[config.mk]
export PLATFORM = sky130hd
export DESIGN_NAME = vec_loader
export DESIGN_NICKNAME = d
export VERILOG_FILES = /design/src/rtl/vec_loader.sv
export SDC_FILE = /design/constraint.sdc
export NUM_CORES = 1
export LEC_CHECK = 0
export CAP_MARGIN = 20
export CORE_ASPECT_RATIO = 1.1
export CORE_MARGIN = 5
export CORE_UTILIZATION = 51
export CTS_CLUSTER_DIAMETER = 120
export DETAILED_ROUTE_END_ITERATION = 7
export PLACE_DENSITY_LB_ADDON = 0.05
export SLEW_MARGIN = 25
export SYNTH_ARGS = -nofsm -noshare
export SYNTH_HDL_FRONTEND = slang
export SYNTH_SLANG_ARGS = --single-unit
[constraint.sdc]
create_clock -name clk -period 11.8 [get_ports clk]
set_clock_uncertainty 0.1 [all_clocks]
set_input_delay 1.77 -clock clk [delete_from_list [all_inputs] [get_ports clk]]
set_output_delay 1.77 -clock clk [all_outputs]
set_load 0.01 [all_outputs]
[src/rtl/vec_loader.sv]
// Serial-to-parallel vector loader: collects num_inputs elements plus a config word,
// then holds the assembled vector on w_data with wen high until the register file acks.
module vec_loader #(
   parameter int width      = 16,
   parameter int num_inputs = 8,
   parameter int cnt_width  = 8
) (
   input  logic                               clk,
   input  logic                               reset,
   input  logic                               flush,
   input  logic                               in_valid,
   output logic                               in_ready,
   input  logic [width-1:0]                   in_data,
   output logic                               wen,
   output logic [num_inputs:0][width-1:0]     w_data,
   input  logic                               wr_ack,
   output logic                               busy,
   output logic                               done,
   output logic [cnt_width-1:0]               vec_count
);

   localparam int IDX_W = $clog2(num_inputs + 1);
   localparam logic [IDX_W-1:0]     IDX_ZERO = {IDX_W{1'b0}};
   localparam logic [IDX_W-1:0]     IDX_ONE  = {{(IDX_W-1){1'b0}}, 1'b1};
   localparam logic [IDX_W-1:0]     IDX_LAST = IDX_W'(num_inputs);
   localparam logic [cnt_width-1:0] CNT_ONE  = {{(cnt_width-1){1'b0}}, 1'b1};

   typedef enum logic [1:0] {
      COLLECT  = 2'd0,
      WRITE    = 2'd1,
      WAIT_ACK = 2'd2
   } state_t;

   state_t                          state_r, state_s;
   logic [IDX_W-1:0]                idx_r, idx_s;
   logic                            beat_s;
   logic                            ack_s;
   logic                            wen_r;
   logic                            done_r;
   logic [cnt_width-1:0]            vec_count_r;
   logic [num_inputs:0][width-1:0]  w_data_r;

   // Next-state and slot-index decode; flush only acts while collecting
   always_comb begin
      state_s = state_r;
      idx_s   = idx_r;
      beat_s  = 1'b0;
      ack_s   = 1'b0;
      case (state_r)
         COLLECT: begin
            if (flush) begin
               idx_s = IDX_ZERO;
            end else if (in_valid) begin
               beat_s = 1'b1;
               if (idx_r == IDX_LAST) begin
                  idx_s   = IDX_ZERO;
                  state_s = WRITE;
               end else begin
                  idx_s = idx_r + IDX_ONE;
               end
            end else begin
               idx_s = idx_r;
            end
         end
         WRITE: begin
            state_s = WAIT_ACK;
         end
         WAIT_ACK: begin
            if (wr_ack) begin
               ack_s   = 1'b1;
               state_s = COLLECT;
            end else begin
               state_s = WAIT_ACK;
            end
         end
         default: begin
            state_s = COLLECT;
            idx_s   = IDX_ZERO;
         end
      endcase
   end

   // State, index and registered handshake outputs
   always_ff @(posedge clk or posedge reset) begin
      if (reset) begin
         state_r     <= COLLECT;
         idx_r       <= IDX_ZERO;
         wen_r       <= 1'b0;
         done_r      <= 1'b0;
         vec_count_r <= {cnt_width{1'b0}};
      end else begin
         state_r <= state_s;
         idx_r   <= idx_s;
         // wen follows the next state so it rises right after the last beat
         wen_r   <= (state_s == WRITE) || (state_s == WAIT_ACK);
         done_r  <= ack_s;
         if (ack_s) begin
            vec_count_r <= vec_count_r + CNT_ONE;
         end
      end
   end

   // Slot storage: only the addressed slot is written; contents persist across vectors
   always_ff @(posedge clk or posedge reset) begin
      if (reset) begin
         w_data_r <= {((num_inputs + 1) * width){1'b0}};
      end else begin
         for (int i = 0; i <= num_inputs; i++) begin
            if (beat_s && (idx_r == IDX_W'(i))) begin
               w_data_r[i] <= in_data;
            end
         end
      end
   end

   assign in_ready  = (state_r == COLLECT);
   assign busy      = (state_r != COLLECT) || (idx_r != IDX_ZERO);
   assign wen       = wen_r;
   assign done      = done_r;
   assign vec_count = vec_count_r;
   assign w_data    = w_data_r;

endmodule

==> flow_metrics.env, run 1 <==
export IMPL_status="completed"
export IMPL_cts_resized=0
export IMPL_firstDrtPassIters=4
export IMPL_cp_arrival_ps=4090
export IMPL_synth_edff_count=0
export IMPL_synth_top_area_share_pct=63.43
export IMPL_clk_latency_ps=410
export IMPL_grt_pass1_vias=4212
export IMPL_netlist_instances=398
export IMPL_cts_root_buffer="clkbuf_16"
export IMPL_die_h_um=126.7
export IMPL_num_io_pins=177
export IMPL_worst_pin_slew_ps=969.7
export IMPL_crit_required_ps=11990
export IMPL_clk_pin_slew_ps=60
export IMPL_fmaxAchievable_ghz=0.2566
export IMPL_powerDensity_nw_per_um2=184.4
export IMPL_drc=0
export IMPL_path_delay_family="simple AND/OR/NAND/NOR gates"
export IMPL_viasPerCell=5.338
export IMPL_design_core_area_um2=12090
export IMPL_peakVddDrop_v=0.0001309
export IMPL_initial_core_util_pct=52.23
export IMPL_io_buffers=176
export IMPL_dieArea_um2=14700
export IMPL_syn_area_um2=6312
export IMPL_area_growth_syn_to_layout_pct=37.66
export IMPL_cp_start_kind="input port"
export IMPL_drtAntennaViolNets=0
export IMPL_cts_buffers=17
export IMPL_path_cells="clkdlybuf4s50_1, and3b_1, and3_1, mux2_2"
export IMPL_synthArstFlopShare_pct=100.0
export IMPL_gp_congestion=0.7417
export IMPL_final_max_slew_violation_count=0
export IMPL_grtUsageTotal_pct=20.97
export IMPL_grt_ovfl_total=0
export IMPL_syn_avg_cell_area_um2=15.86
export IMPL_n_antenna_cell=0
export IMPL_seq_area_frac_synth_pct=63.43
export IMPL_critPathLaunch="in_valid"
export IMPL_dr_first_iter_drc_count=160
export IMPL_drive_gt1_share_pct=30.73
export IMPL_num_vias=3966
export IMPL_ys_seq_elements=160
export IMPL_min_from="vec_count[7]"
export IMPL_finalHoldViolations=0
export IMPL_dp_hpwl_mm=10.13
export IMPL_finalSetupTns_ps=0
export IMPL_relSlewSlack_pct=35.35
export IMPL_fin_crit_sh_pct=33.03
export IMPL_r2r_start="state_r[0]"
export IMPL_yosysTopAreaCell="dfrtp_1"
export IMPL_avgRoutedWirePerCell_um=19.75
export IMPL_grt_pass1_wl_mm=23.38
export IMPL_timing_reg2reg_setup_slack_ps=8950
export IMPL_cp_max_fo=16
export IMPL_crit_type="input port to flop"
export IMPL_cts_sinks=160
export IMPL_nets=608
export IMPL_synth_cell_type_count=39
export IMPL_endpoint_kind="flop"
export IMPL_cts_tree="done"
export IMPL_cts_setup_buffers=0
export IMPL_postLayoutSetupSlackWorst_ps=7903
export IMPL_worstHoldPathType="flop to flop"
export IMPL_place_ws_ps=7471
export IMPL_synth_warnings=0
export IMPL_min_period_ps=3897
export IMPL_htree_levels=4
export IMPL_critPathBufInv=1
export IMPL_cts_max_path_buffers=2
export IMPL_rsz0062_at_grt="no"
export IMPL_postCtsHoldBufs=0
export IMPL_synth_flop_cell="dfrtp_1"
export IMPL_antenna_found_initial=0
export IMPL_p_leak_nw=4.060
export IMPL_die_w_um=116.1
export IMPL_cpPeakStageDelay_ps=880
export IMPL_slowest_stage="and3_1"
export IMPL_routed_wl_mm=14.67
export IMPL_setup_violations=0
export IMPL_cap_violations=0
export IMPL_synth_fp_nets=428
export IMPL_grt_max_degree=92
export IMPL_row_count=42
export IMPL_synth_area_top_cells="dfrtp_1 63%, mux2_2 26%, ha_1 1.8%"
==> stage by stage <==
step	cell area, um^2	cells	utilization [%]	total power [W]	hold WS [ps]
after CTS	8690	743	71.89	0.001621	372.4
final	8690	743	71.89	0.001602	368.7
after global routing	8690	743	71.89	0.001677	391.2
after global placement	8164	713	67.55	0.001115	358.9
after detailed placement	8164	713	67.55	0.001129	363.5
after floorplan	6312	398	-	0.0008859	403.9
==> registers in the layout, summed over array words and instances, names as in the netlist <==
name / cells
done: 1
wen: 1
idx_r: 4
w_data: 144
vec_count: 8
state_r: 2
==> layout by cell type (no fill, tap or decap), drive strengths merged, types with 4 or more instances in the layout <==
master and n:
mux2 145, clkdlybuf4s50 176, clkbuf 24, nand2 9, nand3 4, dfrtp 160, clkinv 6, xnor2 5
ha 9, inv 8, nand4 5, nor2 8
==> power by group <==
part,internal [W],total (W),switching [W]
Combinational,0.000247,0.000418,0.000171
Clock,0.000287,0.000486,0.000199
Sequential,0.000641,0.000697,0.0000565
==> synth_stat cells, types with 2 or more instances <==
cell type,number
a21oi_1,2
a22o_1,3
a31oi_1,2
and3_1,3
buf_2,7
buf_4,2
buf_6,5
dfrtp_1,160
ha_1,9
inv_1,8
mux2_2,144
nand2_1,8
nand2b_1,2
nand3_2,3
nand4_1,4
nor2_1,7
xnor2_1,5
xor2_1,3
==> area by class of cell <==
class / instances / area [um^2]
multi-input combinational: 214 / 2163
timing repair buffer: 177 / 1769
sequential: 160 / 4004
inverter: 8 / 35.03
clock buffer: 24 / 491.7
clock inverter: 6 / 33.78
tap: 154 / 192.7
fill: 859 / 3397
==> cell families after synthesis <==
| family | after synthesis | share of synthesized area (%) |
|---|---|---|
| fa+ha+maj | 9 | 1.784 |
| simple gates | 39 | 4.064 |
| flops | 160 | 63.43 |
| mux | 145 | 25.87 |
| xor+xnor | 8 | 1.110 |
| compound gates | 13 | 1.447 |
| buf+inv | 24 | 2.299 |
==> path summary, 6_finish.rpt <==
path,to,cells past startpoint
max,w_data[97],4
min,vec_count[7],1
max reg2reg,w_data[97],5
min reg2reg,vec_count[7],1
max in group asynchronous,w_data[105],3
min in group asynchronous,vec_count[7],2
==> routing by layer <==
metal  global-route usage (%)  routed length, um  vias up
met5                        0                  0        -
li1                         -                  -     1773
met4                    7.372                240        0
met2                    33.56               7167      123
met1                    27.20               6235     2051
met3                    6.289               1030       19
No activity file was read; power rests on OpenSTA's default activity.
==> inputs of run 2 (changes only) <==
- CORE_UTILIZATION: 51 -> 43
- clock period: 11.8 -> 3.2 ns (I/O delays scaled with it)
==> run 2 against run 1 <==
Net effect: sequential share of layout area fell by 1.4 points; cell area rose by 3.0%; total power rose to 3.8 times the previous value; clock-buffer cell count did not move; wire length rose by 6.1%; worst hold slack got worse by 4.9 ps; critical path type is now flop to output pin; highest routed layer unchanged.
==> flow_metrics.env, run 2 (synthesis gave the netlist of run 1 again) <==
export IMPL_status="completed"
export IMPL_hold_path_endpoint="vec_count[7]"
export IMPL_dp_hpwl_mm=11.10
export IMPL_avgRoutedWirePerCell_um=19.61
export IMPL_io_buffers=176
export IMPL_layout_common_cells="176 x clkdlybuf4s50_1, 160 x dfrtp_1, 144 x mux2_2, 17 x clkbuf_16"
export IMPL_p_leak_nw=4.166
export IMPL_worstHoldPathType="flop to flop"
export IMPL_layout_cells_non_filler=794
export IMPL_endpoint_kind="output pin"
export IMPL_setup_violations=0
export IMPL_cts_root_buffer="clkbuf_16"
export IMPL_cp_arrival_ps=1960
export IMPL_min_path_cells=1
export IMPL_rsz0062_at_grt="no"
export IMPL_peakVddDrop_v=0.0004980
export IMPL_grt_pass1_wl_mm=24.67
export IMPL_worst_pin_slew_ps=665.0
export IMPL_powerDensity_nw_per_um2=680.1
export IMPL_min_from="vec_count[7]"
export IMPL_cts_tree="done"
export IMPL_routed_wl_mm=15.57
export IMPL_die_w_um=125.5
export IMPL_cts_max_path_buffers=2
export IMPL_reg2reg_depth=6
export IMPL_crit_type="flop to output pin"
export IMPL_grtUsageMet3_pct=7.806
export IMPL_timing_rr_end="w_data[117]"
export IMPL_use_met2_pct=29.16
export IMPL_area_growth_syn_to_layout_pct=41.82
export IMPL_viasPerCell=5.006
export IMPL_cp_start_kind="flop"
export IMPL_grt_use_met1_pct=23.39
export IMPL_cts_sinks=160
export IMPL_cts_setup_buffers=0
export IMPL_r2r_start="state_r[0]"
export IMPL_fin_crit_sh_pct=79.47
export IMPL_crit_required_ps=2620
export IMPL_htree_levels=4
export IMPL_final_max_slew_violation_count=0
export IMPL_dieArea_um2=17210
export IMPL_postCtsHoldBufs=0
export IMPL_relSlewSlack_pct=55.57
export IMPL_fmaxAchievable_ghz=0.3932
export IMPL_antenna_found_initial=0
export IMPL_grt_max_degree=46
export IMPL_grtUsageTotal_pct=18.68
export IMPL_grt_pass1_vias=4288
export IMPL_cts_resized=0
export IMPL_clk_pin_slew_ps=60
export IMPL_clk_latency_ps=410
export IMPL_finalHoldViolations=0
export IMPL_placed_cells=764
export IMPL_cap_violations=0
export IMPL_top_usage_layer="met2"
export IMPL_hold_ws_ps=363.8
export IMPL_dr_first_iter_drc_count=147
export IMPL_drtAntennaViolNets=0
export IMPL_finalSetupTns_ps=0
export IMPL_grt_ovfl_total=0
export IMPL_min_period_ps=2543
export IMPL_cts_buffers=17
export IMPL_row_count=46
export IMPL_num_vias=3975
export IMPL_gp_congestion=0.8159
export IMPL_design_core_area_um2=14450
export IMPL_final_common_cell="clkdlybuf4s50_1"
export IMPL_critPathLaunch="idx_r[0]"
export IMPL_timing_reg2reg_setup_slack_ps=670
export IMPL_initial_core_util_pct=43.69
export IMPL_nets=621
export IMPL_cp_max_fo=7
export IMPL_drc=0
export IMPL_largest_register_ffs=144
export IMPL_firstDrtPassIters=4
export IMPL_die_h_um=137.1
export IMPL_n_antenna_cell=0
export IMPL_num_io_pins=177
export IMPL_drive_gt1_share_pct=32.39
[run 2: changes by cell type in the layout (fill, tap and decap cells not counted), sizes merged]
cell	previous run	this run
buf	1	14
bufinv	0	2
clkinv	6	4
clkinvlp	0	1
inv	8	7
[run 2: layout make-up]
type,count,area [um^2]
Fill cell,1127,5494
Sequential cell,160,4004
Multi-Input combinational cell,214,2163
Timing Repair Buffer,190,1929
Clock buffer,24,501.7
Tap cell,192,240.2
Clock inverter,6,80.08
Inverter,8,33.78
[run 2: power by group]
group / internal [W] / switching, W / total [W]
combinational: 0.000922 / 0.000622 / 0.00154
sequential: 0.00236 / 0.000207 / 0.00257
clock: 0.00124 / 0.000735 / 0.00197
total: 0.00452 / 0.00156 / 0.00609
[run 2: worst max path at each step]
stage	cells past startpoint	slack (ps)	to
floorplan	1	590	done
global placement	5	610	w_data[95]
detailed placement	5	570	w_data[124]
CTS	4	640	busy
global route	6	540	w_data[5]
finish	4	660	busy
[run 2: critical path, cell delays in order, from the launching register on]
cell and delay, ps:
dfrtp_1 430, inv_1 110, ha_1 380, nand3_1 130, clkdlybuf4s50_1 500
[run 2: layer usage]
metal	share of wire, %	vias up
met5	0	-
met3	8.5	20
li1	-	1791
met2	47	144
met1	42	2020
met4	1.9	0
[run 2: through the flow]
stage / util [%] / power, W / cell area [um^2] / setup slack, ps
after detailed placement: 57.94 / 0.004170 / 8371 / 567.6
after global placement: 57.94 / 0.004138 / 8371 / 613.7
after global routing: 61.97 / 0.006380 / 8952 / 541.3
after CTS: 61.97 / 0.006167 / 8952 / 638.9
final: 61.97 / 0.006088 / 8952 / 656.9
after floorplan: - / 0.003267 / 6316 / 591.2
==> RTL edit 1, RTL diff (flow settings as in run 1) <==
`cnt_width`: 8 -> 10.
--- a/src/rtl/vec_loader.sv
+++ b/src/rtl/vec_loader.sv
@@ -3,7 +3,7 @@
 module vec_loader #(
    parameter int width      = 16,
    parameter int num_inputs = 8,
-   parameter int cnt_width  = 8
+   parameter int cnt_width  = 10
 ) (
    input  logic                               clk,
    input  logic                               reset,
Interface: changed (resized vec_count); port bits go from 177 to 179. No check against the original RTL was run, so the function may have changed too.
==> RTL edit 1 against run 1 <==
Setup slack lost 590 ps. Sequential power is 0.7% higher. Cell area rose by 5.1%. Synthesized area grew 5.5%. Wire length rose by 7.9%. Power increased by 5.3%. Sequential cell count up 2. Cell count grew 2.2%. Largest cell class unchanged. Highest routed layer unchanged.
==> RTL edit 1: results (changes against run 1) <==
global_routing:
  met1_usage: 0.251  # was 0.272
  use_met3: 0.0932  # was 0.0629
  grt_max_degree: 84  # was 92
  antenna_found_initial: 0  # unchanged
  grt_pass1_vias: 4348  # was 4212
  met2_usage: 0.357  # was 0.336
  grt.total_usage: 0.212  # was 0.210
  grt_pass1_wl_um: 24900  # was 23400 um
route:
  vias: 4075  # was 3966
  drtIter0Drc: 239  # was 160
  viasPerCell: 5.37  # was 5.34
  drt_first_pass_iters: 4  # unchanged
  routed_wl_um: 15800  # was 14700 um
cts:
  clockBufferDepth: 2  # unchanged
  clock_latency_ps: 420
  cts-root-buf: "clkbuf_16"  # unchanged
  cts_resized: 0  # unchanged
  cts_setup_buffers: 0  # unchanged
  clk_pin_slew_worst_paths_ps: 60  # about the same
  numCtsBuffers: 17  # unchanged
critical_path:
  cp_data_arrival_time_ps: 2620  # was 4090 ps
  endpoint: "busy"  # was w_data[97]$_DFFE_PP0P_
  crit_family: "buffers and inverters"  # was simple AND/OR/NAND/NOR gates
  r2r-start: "state_r[0]$_DFF_PP0_"  # unchanged
  critPathLaunch: "state_r[0]$_DFF_PP0_"  # was in_valid
  r2r_cells: 6  # was 5
  critPathMaxStageDelay_ps: 520  # was 880 ps
  slowest_stage: "ha_1"  # was and3_1
  r2r_slack_ps: 8940  # was 8950 ps
  r2r_end: "w_data[132]$_DFFE_PP0P_"  # was w_data[97]$_DFFE_PP0P_
  critPathMaxFanout: 12  # was 16
logic_synthesis:
  synth_area_leaders: "dfrtp_1 (61%), mux2_2 (18%), mux2_4 (9.0%)"  # was dfrtp_1 (63%), mux2_2 (26%), ha_1 (1.8%)
  synth_common_cells: "dfrtp_1 (162), mux2_2 (104), mux2_4 (40), buf_6 (10)"  # was dfrtp_1 (160), mux2_2 (144), ha_1 (9), inv_1 (8), nand2_1 (8)
  syn_inst: 405  # was 398
  ys_types: 41  # was 39
  ys_seq_area_frac: 0.609  # was 0.634
  synth_nets: 435  # was 428
  synth_top_cell_area_share: 0.609  # was 0.634
  async_reset_ff_frac: 1.00  # unchanged
  ys_warn_count: 0  # unchanged
placement:
  placed_cells: 727  # was 713
  gp_congestion: 0.767  # was 0.742
  post-dp-hpwl_um: 10800  # was 10100 um
  portBuffers: 178  # was 176
status:
  status: "completed"  # unchanged
min_path:
  min_path_cells: 1  # unchanged
  hold_path_startpoint: "vec_count[9]$_DFFE_PP0P_"  # was vec_count[7]$_DFFE_PP0P_
  min_to: "vec_count[9]$_DFFE_PP0P_"  # was vec_count[7]$_DFFE_PP0P_
  hold_path_class: "flip-flop to flip-flop"  # unchanged
timing:
  slew-limit-headroom: 0.513  # was 0.354
  whs_ps: 363  # was 369 ps
power:
  vdd_drop_max_mv: 0.118  # was 0.131 mV
  p_leak_uw: 0.00430  # was 0.00406 uW
  switching_share: 0.271  # was 0.266
final_layout:
  drive_gt1_frac: 0.319  # was 0.307
  largest_register_ffs: 144  # unchanged
  fill_cells: 906  # was 859
  nNetsFinal: 619  # was 608
RTL edit 1: changes by cell type after synthesis, moves of 3 or more:
cell and delta:
mux2_2 -40, mux2_4 +40, buf_2 -6, buf_6 +5, nand3_1 +4, nor2_1 -4, nand3_4 +3
RTL edit 1: power groups by stage:
stage	logic [uW]	registers [uW]	clock network (uW)
after floorplan	157	742	0
after global placement	416	708	0
after detailed placement	424	710	0
after CTS	426	702	578
after global routing	451	712	603
final	420	702	564
RTL edit 1: layout make-up:
| class | instances | area share |
|---|---|---|
| tap | 157 | 0.0215 |
| timing repair buffer | 179 | 0.196 |
| multi-input combinational | 223 | 0.268 |
| clock inverter | 14 | 0.0195 |
| inverter | 6 | 0.00301 |
| sequential | 162 | 0.444 |
| clock buffer | 18 | 0.0481 |
RTL edit 1: logic make-up (layout without fill, tap and decap cells):
family                   count (synthesis)  count (layout)  synth area share
AND/OR/NAND/NOR                         44              44            0.0551
adder cells (fa/ha/maj)                  9               9            0.0169
AO/OA/AOI/OAI                           16              16            0.0156
flip-flops                             162             162             0.609
buffers and inverters                   20             217            0.0239
XOR/XNOR                                 9               9            0.0118
multiplexers                           145             145             0.268
RTL edit 1: through the flow:
| step | worst slack (ps) | util | instance area (um^2) |
|---|---|---|---|
| after global placement | 7840 | 0.670 | 8510 |
| after CTS | 7290 | 0.719 | 9130 |
| after floorplan | 5550 | - | 6660 |
| final | 7310 | 0.719 | 9130 |
| after global routing | 7160 | 0.719 | 9130 |
| after detailed placement | 7760 | 0.670 | 8510 |
RTL edit 1: routing by layer:
metal	part of all wire	vias up
li1	-	1819
met1	0.42	2116
met2	0.49	127
met3	0.074	13
met4	0.011	0
met5	0	-
==> RTL edit 2, RTL diff (flow settings as in run 1) <==
Made on the original files. Reset style: synchronous (`reset`), changed in 2 clocked blocks.
--- a/src/rtl/vec_loader.sv
+++ b/src/rtl/vec_loader.sv
@@ -81,7 +81,7 @@
    end
 
    // State, index and registered handshake outputs
-   always_ff @(posedge clk or posedge reset) begin
+   always_ff @(posedge clk) begin
       if (reset) begin
          state_r     <= COLLECT;
          idx_r       <= IDX_ZERO;
@@ -101,7 +101,7 @@
    end
 
    // Slot storage: only the addressed slot is written; contents persist across vectors
-   always_ff @(posedge clk or posedge reset) begin
+   always_ff @(posedge clk) begin
       if (reset) begin
          w_data_r <= {((num_inputs + 1) * width){1'b0}};
       end else begin
Function: differs if reset is asserted again (counterexample within 4 cycles, from zero or initial values and one cycle with reset high); with reset held inactive, the same outputs for 10 cycles.
==> RTL edit 2 against run 1 <==
Cell area down 4.2%. Non-clock buffer count unchanged. Sequential cell count unchanged. Wire length up 15%. Setup slack better by 55 ps. Critical path depth down 1. Synthesized area down 3.3%. Critical path type is now flip-flop to output port. Largest cell class unchanged. Highest routed layer unchanged.
Power is not compared: it rests on default switching activity, and its combinational part moved more than twofold at a synthesized area within 25%.
==> RTL edit 2: results (changes against run 1) <==
logic_synthesis:
  ys_types: 43  # was 39
  synth_compound_area_frac: 0.0994  # was 0.0145
  synth_area_leaders: "dfxtp_1 (52%), nand2_1 (12%), a21oi_1 (8.5%)"  # was dfrtp_1 (63%), mux2_2 (26%), ha_1 (1.8%)
  yosys.area_share.xor_xnor: 0.00717  # was 0.0111
  synth_common_cells: "nand2_1 (200), dfxtp_1 (160), a21oi_1 (104), nor2_1 (60), mux2i_1 (48)"  # was dfrtp_1 (160), mux2_2 (144), ha_1 (9), inv_1 (8), nand2_1 (8)
  ys_seq_area_frac: 0.525  # was 0.634
  yosys.area_share.adder: 0.0184  # was 0.0178
  synth.area.mux_share: 0.0787  # was 0.259
critical_path:
  critPathMaxFanout: 11  # was 16
  r2r_end: "w_data[14]$_SDFFE_PP0P_"  # was w_data[97]$_DFFE_PP0P_
  r2r_cells: 6  # was 5
  critPathLaunch: "idx_r[2]$_SDFFE_PP0P_"  # was in_valid
  r2r_slack_ps: 9440  # was 8950 ps
  r2r-start: "state_r[0]$_SDFF_PP0_"  # was state_r[0]$_DFF_PP0_
  endpoint: "busy"  # was w_data[97]$_DFFE_PP0P_
  cp_data_arrival_time_ps: 1970  # was 4090 ps
route:
  wl_met3_um: 1550  # was 1030 um
  drt_first_pass_iters: 5  # was 4
  dr_wl_met2_um: 8110  # was 7170 um
min_path:
  hold_path_startpoint: "w_data[23]$_SDFFE_PP0P_"  # was vec_count[7]$_DFFE_PP0P_
  min_to: "w_data[23]$_SDFFE_PP0P_"  # was vec_count[7]$_DFFE_PP0P_
  min_path_cells: 2  # was 1
global_routing:
  grt_pass1_wl_um: 27000  # was 23400 um
  met1_usage: 0.280  # was 0.272
  grt.total_usage: 0.238  # was 0.210
  grt_max_degree: 108  # was 92
  use_met3: 0.0884  # was 0.0629
  met2_usage: 0.395  # was 0.336
  grt_pass1_vias: 5148  # was 4212
final_layout:
  n_clock_buffer: 19  # was 24
  multi_input_gates: 476  # was 214
  clkCellAreaFrac: 0.0669  # was 0.0605
  nNetsFinal: 870  # was 608
placement:
  dpl_worst_slack_ps: 7760  # was 7470 ps
  post-dp-hpwl_um: 11800  # was 10100 um
  gp_congestion: 0.776  # was 0.742
status:
  status: "completed"  # unchanged
timing:
  tightestPinTransition_ps: 1020  # was 970 ps
  finalCritPeriodShare: 0.326  # was 0.330
  whs_ps: 353  # was 369 ps
==> RTL edit 2: power by group through the flow <==
stage                     registers [uW]  clock network, uW  logic (uW)
after floorplan                      561                  0        27.2
after global placement               559                  0        51.6
after detailed placement             560                  0        52.5
after CTS                            548                515        52.8
after global routing                 548                540        57.2
final                                548                509        52.9
==> RTL edit 2: metrics by stage <==
step	std cells	cell area, um^2	util	total power (uW)
4_1_cts	1007	8320	0.700	1120
2_1_floorplan	702	6110	-	588
6_report	1007	8320	0.701	1110
3_3_place_gp	975	7760	0.653	611
5_1_grt	1007	8320	0.701	1150
3_5_place_dp	975	7760	0.653	612
==> RTL edit 2: kinds of logic after synthesis <==
| family | after synthesis |
|---|---|
| compound gates | 115 |
| xor+xnor | 5 |
| fa+ha+maj | 9 |
| buf+inv | 66 |
| flops | 160 |
| mux | 48 |
| simple gates | 299 |
==> RTL edit 2: critical path, stage by stage (launching register included) <==
cell and delay, ps:
dfxtp_1 710, nor2_1 170, nand3_1 140, clkdlybuf4s50_1 540
